<file path="src/rtl/cnte_mod_if.sv">
// Control and status bundle for the cnte_mod loadable up/down counter.
// The master drives the controls, the counter (slave) returns its registered state.
interface cnte_mod_if #(
   parameter int WIDTH = 3
);
   // There is no valid/ready pair. Every control is sampled on each rising
   // clock edge, and every status output is a flop that changes only on that edge.
   logic             cnten;
   logic             up;
   logic             load;
   logic [WIDTH-1:0] ld_data;
   logic [WIDTH-1:0] limit;
   logic [WIDTH-1:0] count;
   logic             tc;
   logic             zero;

   modport master (
      output cnten, up, load, ld_data, limit,
      input  count, tc, zero
   );

   modport slave (
      input  cnten, up, load, ld_data, limit,
      output count, tc, zero
   );
endinterface

</file>
<file path="src/rtl/cnte_mod.sv">
// Loadable up/down counter with a programmable terminal value.
// It either wraps or saturates at the end of its range, and it produces registered tc and zero flags.
module cnte_mod #(
   parameter int WIDTH    = 3,
   parameter bit SATURATE = 1'b0
) (
   input  logic        clk,
   input  logic        reset_n,
   cnte_mod_if.slave   bus
);

   logic [WIDTH-1:0] count_q, count_d;
   logic             tc_q, tc_d;
   logic             zero_q, zero_d;

   // Priority is load, then count, then hold.
   // The limit input is used directly each cycle, so a new limit takes effect at once.
   always_comb begin
      count_d = count_q;
      tc_d    = 1'b0;
      if (bus.load) begin
         count_d = bus.ld_data;
      end else if (bus.cnten) begin
         if (bus.up) begin
            if (count_q >= bus.limit) begin
               tc_d    = 1'b1;
               count_d = SATURATE ? bus.limit : '0;
            end else begin
               count_d = count_q + WIDTH'(1);
            end
         end else begin
            if (count_q == '0) begin
               tc_d    = 1'b1;
               count_d = SATURATE ? '0 : bus.limit;
            end else begin
               count_d = count_q - WIDTH'(1);
            end
         end
      end
      // zero is computed from the next count value, so it lines up with count in the same cycle.
      zero_d = (count_d == '0);
   end

   always_ff @(posedge clk or negedge reset_n) begin
      if (!reset_n) begin
         count_q <= '0;
         tc_q    <= 1'b0;
         zero_q  <= 1'b1;
      end else begin
         count_q <= count_d;
         tc_q    <= tc_d;
         zero_q  <= zero_d;
      end
   end

   assign bus.count = count_q;
   assign bus.tc    = tc_q;
   assign bus.zero  = zero_q;

endmodule
</file>
<file path="src/flat_wrapper.sv">
// flat-port wrapper written by rule: the top's interface ports become plain ports
module cnte_mod_flat 
#(
   parameter int WIDTH    = 3,
   parameter bit SATURATE = 1'b0
)
  (clk, reset_n, bus_cnten, bus_up, bus_load, bus_ld_data, bus_limit, bus_count, bus_tc, bus_zero);
  cnte_mod_if #(.WIDTH(WIDTH)) bus_i ();
  input  logic clk;
  input  logic reset_n;
  input wire logic [$bits(bus_i.cnten)-1:0] bus_cnten;
  input wire logic [$bits(bus_i.up)-1:0] bus_up;
  input wire logic [$bits(bus_i.load)-1:0] bus_load;
  input wire logic [$bits(bus_i.ld_data)-1:0] bus_ld_data;
  input wire logic [$bits(bus_i.limit)-1:0] bus_limit;
  output wire logic [$bits(bus_i.count)-1:0] bus_count;
  output wire logic [$bits(bus_i.tc)-1:0] bus_tc;
  output wire logic [$bits(bus_i.zero)-1:0] bus_zero;
  assign bus_i.cnten = bus_cnten;
  assign bus_i.up = bus_up;
  assign bus_i.load = bus_load;
  assign bus_i.ld_data = bus_ld_data;
  assign bus_i.limit = bus_limit;
  assign bus_count = bus_i.count;
  assign bus_tc = bus_i.tc;
  assign bus_zero = bus_i.zero;
  cnte_mod #(.WIDTH(WIDTH), .SATURATE(SATURATE)) u_core (.clk(clk), .reset_n(reset_n), .bus(bus_i));
endmodule
</file>
<file path="config.mk">
export PLATFORM = sky130hd
export DESIGN_NAME = cnte_mod_flat
export DESIGN_NICKNAME = d
export VERILOG_FILES = /design/src/rtl/cnte_mod_if.sv /design/src/rtl/cnte_mod.sv /design/src/flat_wrapper.sv
export SDC_FILE = /design/constraint.sdc
export NUM_CORES = 1
export LEC_CHECK = 0
export CORE_AREA = 2 2 39 41
export DETAILED_ROUTE_END_ITERATION = 8
export DIE_AREA = 0 0 41 43
export GPL_ROUTABILITY_DRIVEN = 0
export PLACE_DENSITY_LB_ADDON = 0.25
export SKIP_CTS_REPAIR_TIMING = 1
export SKIP_LAST_GASP = 1
export SLEW_MARGIN = 5
export SYNTH_ARGS = -nofsm -noshare
export SYNTH_HDL_FRONTEND = slang
export SYNTH_SLANG_ARGS = --single-unit
</file>
<file path="constraint.sdc">
create_clock -name clk -period 1.5 [get_ports clk]
set_input_delay 0.15 -clock clk [delete_from_list [all_inputs] [get_ports clk]]
set_output_delay 0.15 -clock clk [all_outputs]
set_load 0.1 [all_outputs]
</file>
==> flow_summary_export.csv <==
group,metric,value,unit
grt,grt_pass1_vias,485,
power,p_comb_frac,0.588,
yosys,synth_area,448,sq um
drt,drtIter0Drc,3,
timing,hold_viol_final,0,
setup_path,cp.required,1.66,ns
yosys,yosysMostFrequentCell,"ha_1",
flow_run,cap_violations,0,
timing,slew_headroom,0.842,
floorplan,ios,16,
drt,avgViaCountPerCell,5.00,
timing,fin_crit_sh,1.10,
timing,max_freq,604,MHz
cts,htreeDepth,1,
yosys,synth_top_cell_area_share,0.223,
layout,regArea,138,sq um
grt,antenna_found_initial,0,
drt,post_drt_wl_per_cell,12.8,um
floorplan,die_area,1760,sq um
power,switching_share,0.414,
floorplan,rows,14,
grt,grt_overflow,0,
timing,clock_skew,0.00515,ns
cts,cts_tree,"done",
power,leakage,0.345,nW
layout,area_delta_synth_final,85.2,%
power,ir_drop,710,uV
yosys,ys_warn_count,0,
layout,multi_input_area,354,sq um
layout,drive_above_1_share,0.461,
setup_path,cp-start-kind,"flop",
yosys,syn_nets,66,
yosys,synth_enable_flop_cells,0,
floorplan,core-area,1380,sq um
yosys,ys.flop_type,"dfrtp_1",
floorplan,die_y,43,um
yosys,yosys.area.top_type,"dfrtp_1",
cts,numCtsBuffers,3,
yosys,synth_common_cells,"ha_1 (6), inv_1 (5), dfrtp_1 (4), nor2_1 (4), o21ai_0 (4)",
hold_path,hp-class,"input port to asynchronous set/reset pin",
setup_path,r2r_slack,-0.16,ns
grt,grt.total_usage,0.152,
yosys,avgSynthCellArea,9.14,sq um
cts,numClockSinks,5,
drt,dr_total_vias,460,
power,intPower,0.480,mW
cts,clockBufferDepth,2,
layout,finalNetCount,94,
status,status,"complete, but fails checks",
timing,setup_violations,4,
layout,final_cells,92,
drt,drt_wl_total,1180,um
floorplan,die_w,41,um
power,powerDensity,986,nW/um^2
timing,period_needed,1.66,ns
status,violations,"negative setup slack",
yosys,ys_types,26,
timing,rsz0062_at_grt,"true",
layout,fin_area,830,sq um
timing,tightestPinTransition,0.237,ns
cts,cts_root_buf,"clkbuf_4",
power,clockPowerShare,0.191,
place,dp_cells,88,
grt,grt_pass1_wl,1840,um
setup_path,worst-path-max-fanout,4,
power,p_seq_frac,0.221,
cts,clkTransAtPathRegs,0.05,ns
yosys,synth_cells,49,
floorplan,start_util,0.324,
yosys,synth_seq_cells,5,
yosys,synthTopCellsByArea,"dfrtp_1 (22%), ha_1 (17%), dfstp_2 (5.9%), a31oi_4 (4.7%), o21ai_0 (4.5%)",
layout,nFillCells,127,
setup_path,critPathCaptureType,"flop",
yosys,async_flop_share,1.00,
drt,ant_nets,0,
grt,grt_max_degree,9,
place,dpl_cell_area,781,sq um
setup_path,critPathKind,"flop to flop",
timing,setup_slack,-0.156,ns
layout,diodes,0,
yosys,yosysSeqAreaShare,0.282,
place,dp_hpwl,917,um
drt,drc,0,
power,p_sw,0.338,mW
timing,slew_violations,0,
setup_path,worst-endpoint-arrival,1.82,ns
place,port_buffers,15,
cts,clock_latency,0.24,ns
drt,firstDrtPassIters,2,
place,dp_worst_setup_slack,-0.349,ns
[worst paths after layout]
kind,startpoint,end,cells past startpoint
worst max-delay path,u_core.bus.count[0],u_core.bus.zero,7
worst min-delay path,reset_n,u_core.bus.tc,1
worst max register to register,u_core.bus.count[0],u_core.bus.zero,7
worst min register to register,u_core.bus.count[2],u_core.bus.count[2],3
max in group asynchronous,reset_n,u_core.bus.zero,1
min in group clk,bus_ld_data[2],u_core.bus.count[2],3
[cell type report]
cell class | instances | share of cell area
clock buffers | 4 | 0.0317
flip-flops and latches | 5 | 0.166
inverters | 5 | 0.0287
well taps | 16 | 0.0241
multi-input cells | 38 | 0.427
repair buffers | 24 | 0.323
[logic make-up after synthesis]
| family | share of synthesized area |
|---|---|
| compound gates | 0.257 |
| xor+xnor | 0.0196 |
| fa+ha+maj | 0.168 |
| buf+inv | 0.0503 |
| flops | 0.282 |
| simple gates | 0.223 |
[registers in the layout, summed over array words and instances, names as in the netlist]
name,flops
u_core.bus.zero,1
u_core.bus.count,3
u_core.bus.tc,1
[layout by cell type, fill, tap and decap left out, types with 3 or more instances in the layout]
cell / instances
buf_4: 9
buf_12: 5
nand2_1: 3
inv_1: 3
clkdlybuf4s50_1: 10
clkbuf_4: 3
nor2_1: 4
dfrtp_4: 3
ha_1: 4
[through the flow]
step                 util  total power [mW]  TNS, ns  hold WS (ns)
global route        0.599             0.864   -0.675         0.141
CTS                 0.583             0.810   -0.495         0.119
global placement    0.564             0.639   -0.865         0.382
floorplan               -             0.455   -0.749        -0.146
detailed placement  0.564             0.645   -0.982         0.383
finish              0.599             0.818   -0.374         0.121
[power groups by stage]
stage / combinational [mW] / clock [mW] / sequential [mW]
after floorplan: 0.151 / 0 / 0.303
after global placement: 0.455 / 0 / 0.184
after detailed placement: 0.461 / 0 / 0.183
after CTS: 0.463 / 0.166 / 0.181
after global routing: 0.513 / 0.169 / 0.183
final: 0.481 / 0.157 / 0.181
[metal layers]
metal	GRT usage	routed length, um	vias to the layer above
met3	0.00524	55	0
met1	0.180	461	218
met4	0.0800	0	0
met5	0	0	-
li1	-	-	231
met2	0.256	660	11
[critical path, cell delays in order, from the launching register on]
cell	delay (ns)
dfrtp_4	0.48
inv_4	0.08
ha_4	0.15
nand2b_4	0.06
or3b_1	0.37
a22o_1	0.22
a31oi_4	0.15
nor3_2	0.06
No activity file was read; power rests on OpenSTA's default activity.
==> edit 1: new RTL, same settings <==
`SATURATE` is set to 1'b0 in 2 places; all go to 1'b1.
--- a/src/rtl/cnte_mod.sv
+++ b/src/rtl/cnte_mod.sv
@@ -2,7 +2,7 @@
 // It either wraps or saturates at the end of its range, and it produces registered tc and zero flags.
 module cnte_mod #(
    parameter int WIDTH    = 3,
-   parameter bit SATURATE = 1'b0
+   parameter bit SATURATE = 1'b1
 ) (
    input  logic        clk,
    input  logic        reset_n,
--- a/src/flat_wrapper.sv
+++ b/src/flat_wrapper.sv
@@ -2,7 +2,7 @@
 module cnte_mod_flat 
 #(
    parameter int WIDTH    = 3,
-   parameter bit SATURATE = 1'b0
+   parameter bit SATURATE = 1'b1
 )
   (clk, reset_n, bus_cnten, bus_up, bus_load, bus_ld_data, bus_limit, bus_count, bus_tc, bus_zero);
   cnte_mod_if #(.WIDTH(WIDTH)) bus_i ();
Formal check against the unedited RTL: not equivalent (Yosys sat finds a counterexample within 4 cycles, from zero or initial values and one cycle with reset_n low).
==> edit 1 against the unedited design <==
The flow still finishes with violations (setup timing); design area is 15% higher; die area stayed put; power is 7.4% higher; highest routed layer is now met4; setup slack better by 0.032 ns; area after synthesis is 4.5% higher; largest power group unchanged; count of clock-buffer cells in the layout stayed put; largest cell class unchanged; sequential cell count stayed put; routed wire length is 8.8% higher.
==> edit 1: results (changes against the unedited design) <==
- The via count of the first global-routing pass is 518 (+6.8%).
- # nets final: 102 (+8.5%)
- STA classifies the critical path startpoint as a flip-flop.
- Gate count of the mapped netlist: 47 (-4.1%)
* Master cell of the clock root buffer: clkbuf_4
- First DRT Iteration DRCs: 6 (+3)
* Number of antenna violations at the first check in global routing: 0 (unchanged)
- The overall routing resource usage came to 18.08% (+2.9 points).
- Reg-to-reg critical path startpoint: u_core.bus.count[0]$_DFF_PN0_
* Worst-case setup margin in the final layout: -0.1238 ns (+0.03238 ns)
- The worst register-to-register path ends at u_core.bus.zero$_DFF_PN1_.
- Max FO, Critical Path: 4 (unchanged)
- The cell count after placement came to 94 (+6.8%).
* Net Count, Synth: 64 (-3.0%)
- The final reports fail on setup timing.
* Skew final: 0.002040 ns (-0.003110 ns)
* DP Wirelength: 1.027 mm (+12%)
- Worst-case headroom to the max-slew limit: 81.48% (-2.7 points)
- Detailed-route wire length per cell: 12.80 um (+0.14%)
- Pre-CTS worst setup slack: -0.3650 ns (-0.01621 ns)
- The static leakage power is 0.0004090 uW (+18%).
- First-pass GRT wire length: 2.097 mm (+14%)
- Yosys cell types: 25 (-3.8%)
- Most frequent cells after synthesis: ha_1 (6), nor2_1 (6), inv_1 (5), a21oi_1 (4), dfrtp_1 (4)
- Number of fillers in the final layout: 116 (-8.7%)
* Ranking of synthesized cells by area: dfrtp_1 (21%), ha_1 (16%), a2111oi_4 (5.9%)
- The maximum vdd ir drop was 0.6091 mV (-14%).
* Worst-case hold slack: 0.1310 ns (+0.009609 ns)
- Clock-pin slew was measured on the worst setup and hold paths at 0.04 ns.
- The clock insertion delay at the later pin of the skew report is 0.24 ns (about the same).
- The detailed-route vias per instance was 4.830 (-3.4%).
* Largest net degree at the start of global routing: 8 (-1)
- Path category of the worst min-delay check: in2async
* Setup-failing EPs final: 4 (unchanged)
* Top_reg_cell synth: dfrtp_1
- Warnings from Yosys: 0 (unchanged)
- The run finished, with violations left.
- The share of post-route cells with drive strength above 1 is 58.33% (+12 points).
- CP arrival: 1.78 ns (-0.04 ns)
- The total routed wirelength was 1.280 mm (+8.8%).
- The first-pass detailed-route iteration total was 4 (+2).
- The share of the yosys chip area belonging to registers is 27.01% (-1.2 points).
==> edit 1: cell types whose count changed in the layout (fill, tap and decap cells not counted), moves of 2 or more <==
cell / change
nor2b_1: +2
buf_4: +9
or3b_1: -2
nand2_1: -3
ha_1: -2
a31oi_2: -2
o21ai_0: -2
a21oi_1: +2
mux2i_1: +2
nor2_1: +2
==> edit 1: per-layer routing <==
layer	GRT usage [%]	wire length, um
met1	20.66	566
met2	27.50	660
met3	4.712	45
met4	12.67	7
met5	0	0
==> edit 1: power breakdown <==
group	total [uW]	switching (uW)	internal, uW
Clock	149	48.6	100
Sequential	184	22.6	162
Combinational	546	288	257
==> edit 1: worst max-delay path, stage by stage, from the launching register on <==
cell,delay [ns]
dfrtp_4,0.50
inv_4,0.09
ha_4,0.20
nor2b_4,0.13
o21ai_4,0.08
a21o_1,0.22
o311ai_4,0.25
nor3_2,0.08
==> edit 1: stage by stage <==
stage / area (um^2) / setup TNS (ns)
2_1_floorplan: 524.3 / -0.8079
3_3_place_gp: 864.6 / -1.144
3_5_place_dp: 864.6 / -1.382
4_1_cts: 890.9 / -0.4214
5_1_grt: 950.9 / -0.6058
6_report: 950.9 / -0.3342
==> edit 1: final cells by class <==
| cell class | count | area (um^2) | share of cell area [%] |
|---|---|---|---|
| clock buffer | 4 | 26.28 | 2.763 |
| sequential | 5 | 137.6 | 14.47 |
| inverter | 5 | 21.27 | 2.237 |
| tap | 16 | 20.02 | 2.105 |
| multi-input combinational | 37 | 410.4 | 43.16 |
| timing repair buffer | 33 | 335.3 | 35.26 |
==> edit 1: how the worst max path moves through the flow <==
stage	end	slack (ns)	depth (start not counted)
CTS	u_core.bus.zero$_DFF_PN1_	-0.19	7
finish	u_core.bus.zero$_DFF_PN1_	-0.12	7
global route	u_core.bus.zero$_DFF_PN1_	-0.21	7
floorplan	u_core.bus.zero$_DFF_PN1_	-0.25	7
global placement	u_core.bus.zero$_DFF_PN1_	-0.30	8
detailed placement	u_core.bus.zero$_DFF_PN1_	-0.37	8
==> edit 1: kinds of logic (layout without fill, tap and decap cells) <==
logic type / after synthesis / count (layout) / share of synthesized area [%]
fa+ha+maj: 6 / 6 / 16.04
simple gates: 16 / 16 / 21.39
xor+xnor: 1 / 1 / 1.872
compound gates: 12 / 12 / 25.40
buf+inv: 5 / 42 / 4.011
mux: 2 / 2 / 4.278
flops: 5 / 5 / 27.01
==> edit 2: new RTL, same flow settings <==
Without the edit above. Reset style: synchronous (`reset_n`), changed in one clocked block.
--- a/src/rtl/cnte_mod.sv
+++ b/src/rtl/cnte_mod.sv
@@ -41,7 +41,7 @@
       zero_d = (count_d == '0);
    end
 
-   always_ff @(posedge clk or negedge reset_n) begin
+   always_ff @(posedge clk) begin
       if (!reset_n) begin
          count_q <= '0;
          tc_q    <= 1'b0;
Function: differs if reset_n is asserted again (counterexample within 4 cycles, from zero or initial values and one cycle with reset_n low); with reset_n held inactive, the same outputs for 10 cycles.
==> edit 2 against the unedited design <==
The flow still finishes with violations (setup timing); power decreased by 17%; hold slack improved by 0.37 ns; sequential cell count unchanged; area after synthesis decreased by 5.3%; setup slack got worse by 0.060 ns; clock skew decreased by 0.0047 ns; routed wire length increased by 1.4%; design area increased by 6.8%; via count increased by 7.0%; critical endpoint is now u_core.bus.zero$_SDFF_PN1_; largest cell class unchanged; largest power group unchanged; highest routed layer is now met4.
==> edit 2: results (changes against the unedited design) <==
* Non-filler instance count after layout: 98 (+6.5%)
- The static leakage power was 0.0003740 uW (+8.3%).
* Vias after detailed routing: 492 (+7.0%)
- The maximum fanout along the worst path is 3 (-1).
- Max Buffers Root-to-Sink: 2 (unchanged)
- The maximum vdd ir drop came to 0.3095 mV (-56%).
* Path category of the worst min-delay check: in2reg
- Least-Margin Pin Slew: 0.2614 ns (+0.02483 ns)
- Most frequent cells after synthesis: ha_1 (6), nor2_1 (6), dfxtp_1 (5), inv_1 (5)
* Violated checks: setup timing
* Compound-gate portion of the synthesized area: 25.66% (-0.035 points)
- The async set or reset register ratio after synthesis is 0% (-100 points).
* Post-Route WL: 1.193 mm (+1.4%)
* Sequential fraction of the synthesis area: 23.60% (-4.6 points)
- Largest net degree at the start of global routing: 7 (-2)
* Avg Inst Size Synth: 8.157 um^2 (-11%)
* Worst-case setup margin in the final layout: -0.2166 ns (-0.06043 ns)
* First-pass GRT wire length: 1.642 mm (-11%)
- Skew final: 0.0004637 ns (-0.004686 ns)
- First DRT Iteration DRCs: 4 (+1)
* Pre-CTS worst setup slack: -0.4369 ns (-0.08812 ns)
* Synth Area in XOR/XNOR: 2.065% (+0.11 points)
* Share of post-route cells with drive strength above 1: 47.56% (+1.5 points)
* Setup-failing EPs final: 5 (+1)
* Vias in the first global route: 408 (-16%)
- Placed Instances: 93 (+5.7%)
* Result of the run: finished, violations left
- The post-synth net total came to 69 (+4.5%).
* # nets final: 100 (+6.4%)
* Cell area after placement: 750.7 um^2 (-3.8%)
==> edit 2: cell types whose count changed in the layout (fill, tap and decap cells not counted), sizes merged, moves of 2 or more <==
cell and change:
nor2 +2, and2 +3, dfxtp +5, dfrtp -4, buf +3, a31oi -2, o21ai -3
==> edit 2: routing by layer <==
metal  wire length [um]  global-route usage, %  up-vias
met5                  0                      0        -
met4                 34                  12.00        0
met3                 41                  3.141        5
met2                637                  19.06       14
met1                479                  18.59      228
li1                   -                      -      245
==> edit 2: power breakdown <==
part,internal [uW],switching [uW],total [uW]
sequential,144,13.5,157
combinational,173,189,362
clock,101,59.9,161
==> edit 2: cell families after synthesis <==
logic type,count (synthesis)
xor gates and xnor gates,1
AOI/OAI and AO/OA,14
and+or+nand+nor,20
adders and majority gates,6
DFF,5
buffers and inverters,6
==> edit 2: area by class of cell <==
| type | count | area (um^2) |
|---|---|---|
| fill | 111 | 498.0 |
| clock buffer | 4 | 26.28 |
| timing repair buffer | 27 | 292.8 |
| sequential | 5 | 111.4 |
| multi-input combinational | 41 | 409.1 |
| inverter | 5 | 26.28 |
| tap | 16 | 20.02 |
==> edit 2: path summary, 6_finish.rpt <==
check                           cells after the start                            from                    endpoint  slack, ns
worst max-delay path                                7  u_core.bus.count[1]$_SDFF_PN0_  u_core.bus.zero$_SDFF_PN1_      -0.22
worst min-delay path                                2                         reset_n  u_core.bus.zero$_SDFF_PN1_       0.50
worst max register to register                      7  u_core.bus.count[1]$_SDFF_PN0_  u_core.bus.zero$_SDFF_PN1_      -0.22
worst min register to register                      4  u_core.bus.count[2]$_SDFF_PN0_  u_core.bus.zero$_SDFF_PN1_       0.77
==> edit 2: through the flow <==
stage               utilization, %  hold slack [ns]  setup TNS, ns
CTS                          56.15           0.4773        -0.8094
global placement             54.25           0.6181         -1.538
finish                       64.01           0.4960        -0.6283
detailed placement           54.25           0.6165         -1.635
floorplan                        -           0.2211         -1.351
global route                 64.01           0.5037        -0.8440
==> edit 2: worst max-delay path: stages (launching register included) <==
cell and delay (ns):
dfxtp_4 0.37, inv_4 0.05, ha_4 0.15, or3b_1 0.36
o221a_1 0.14, or3b_1 0.36, o211ai_2 0.09, o31ai_1 0.09
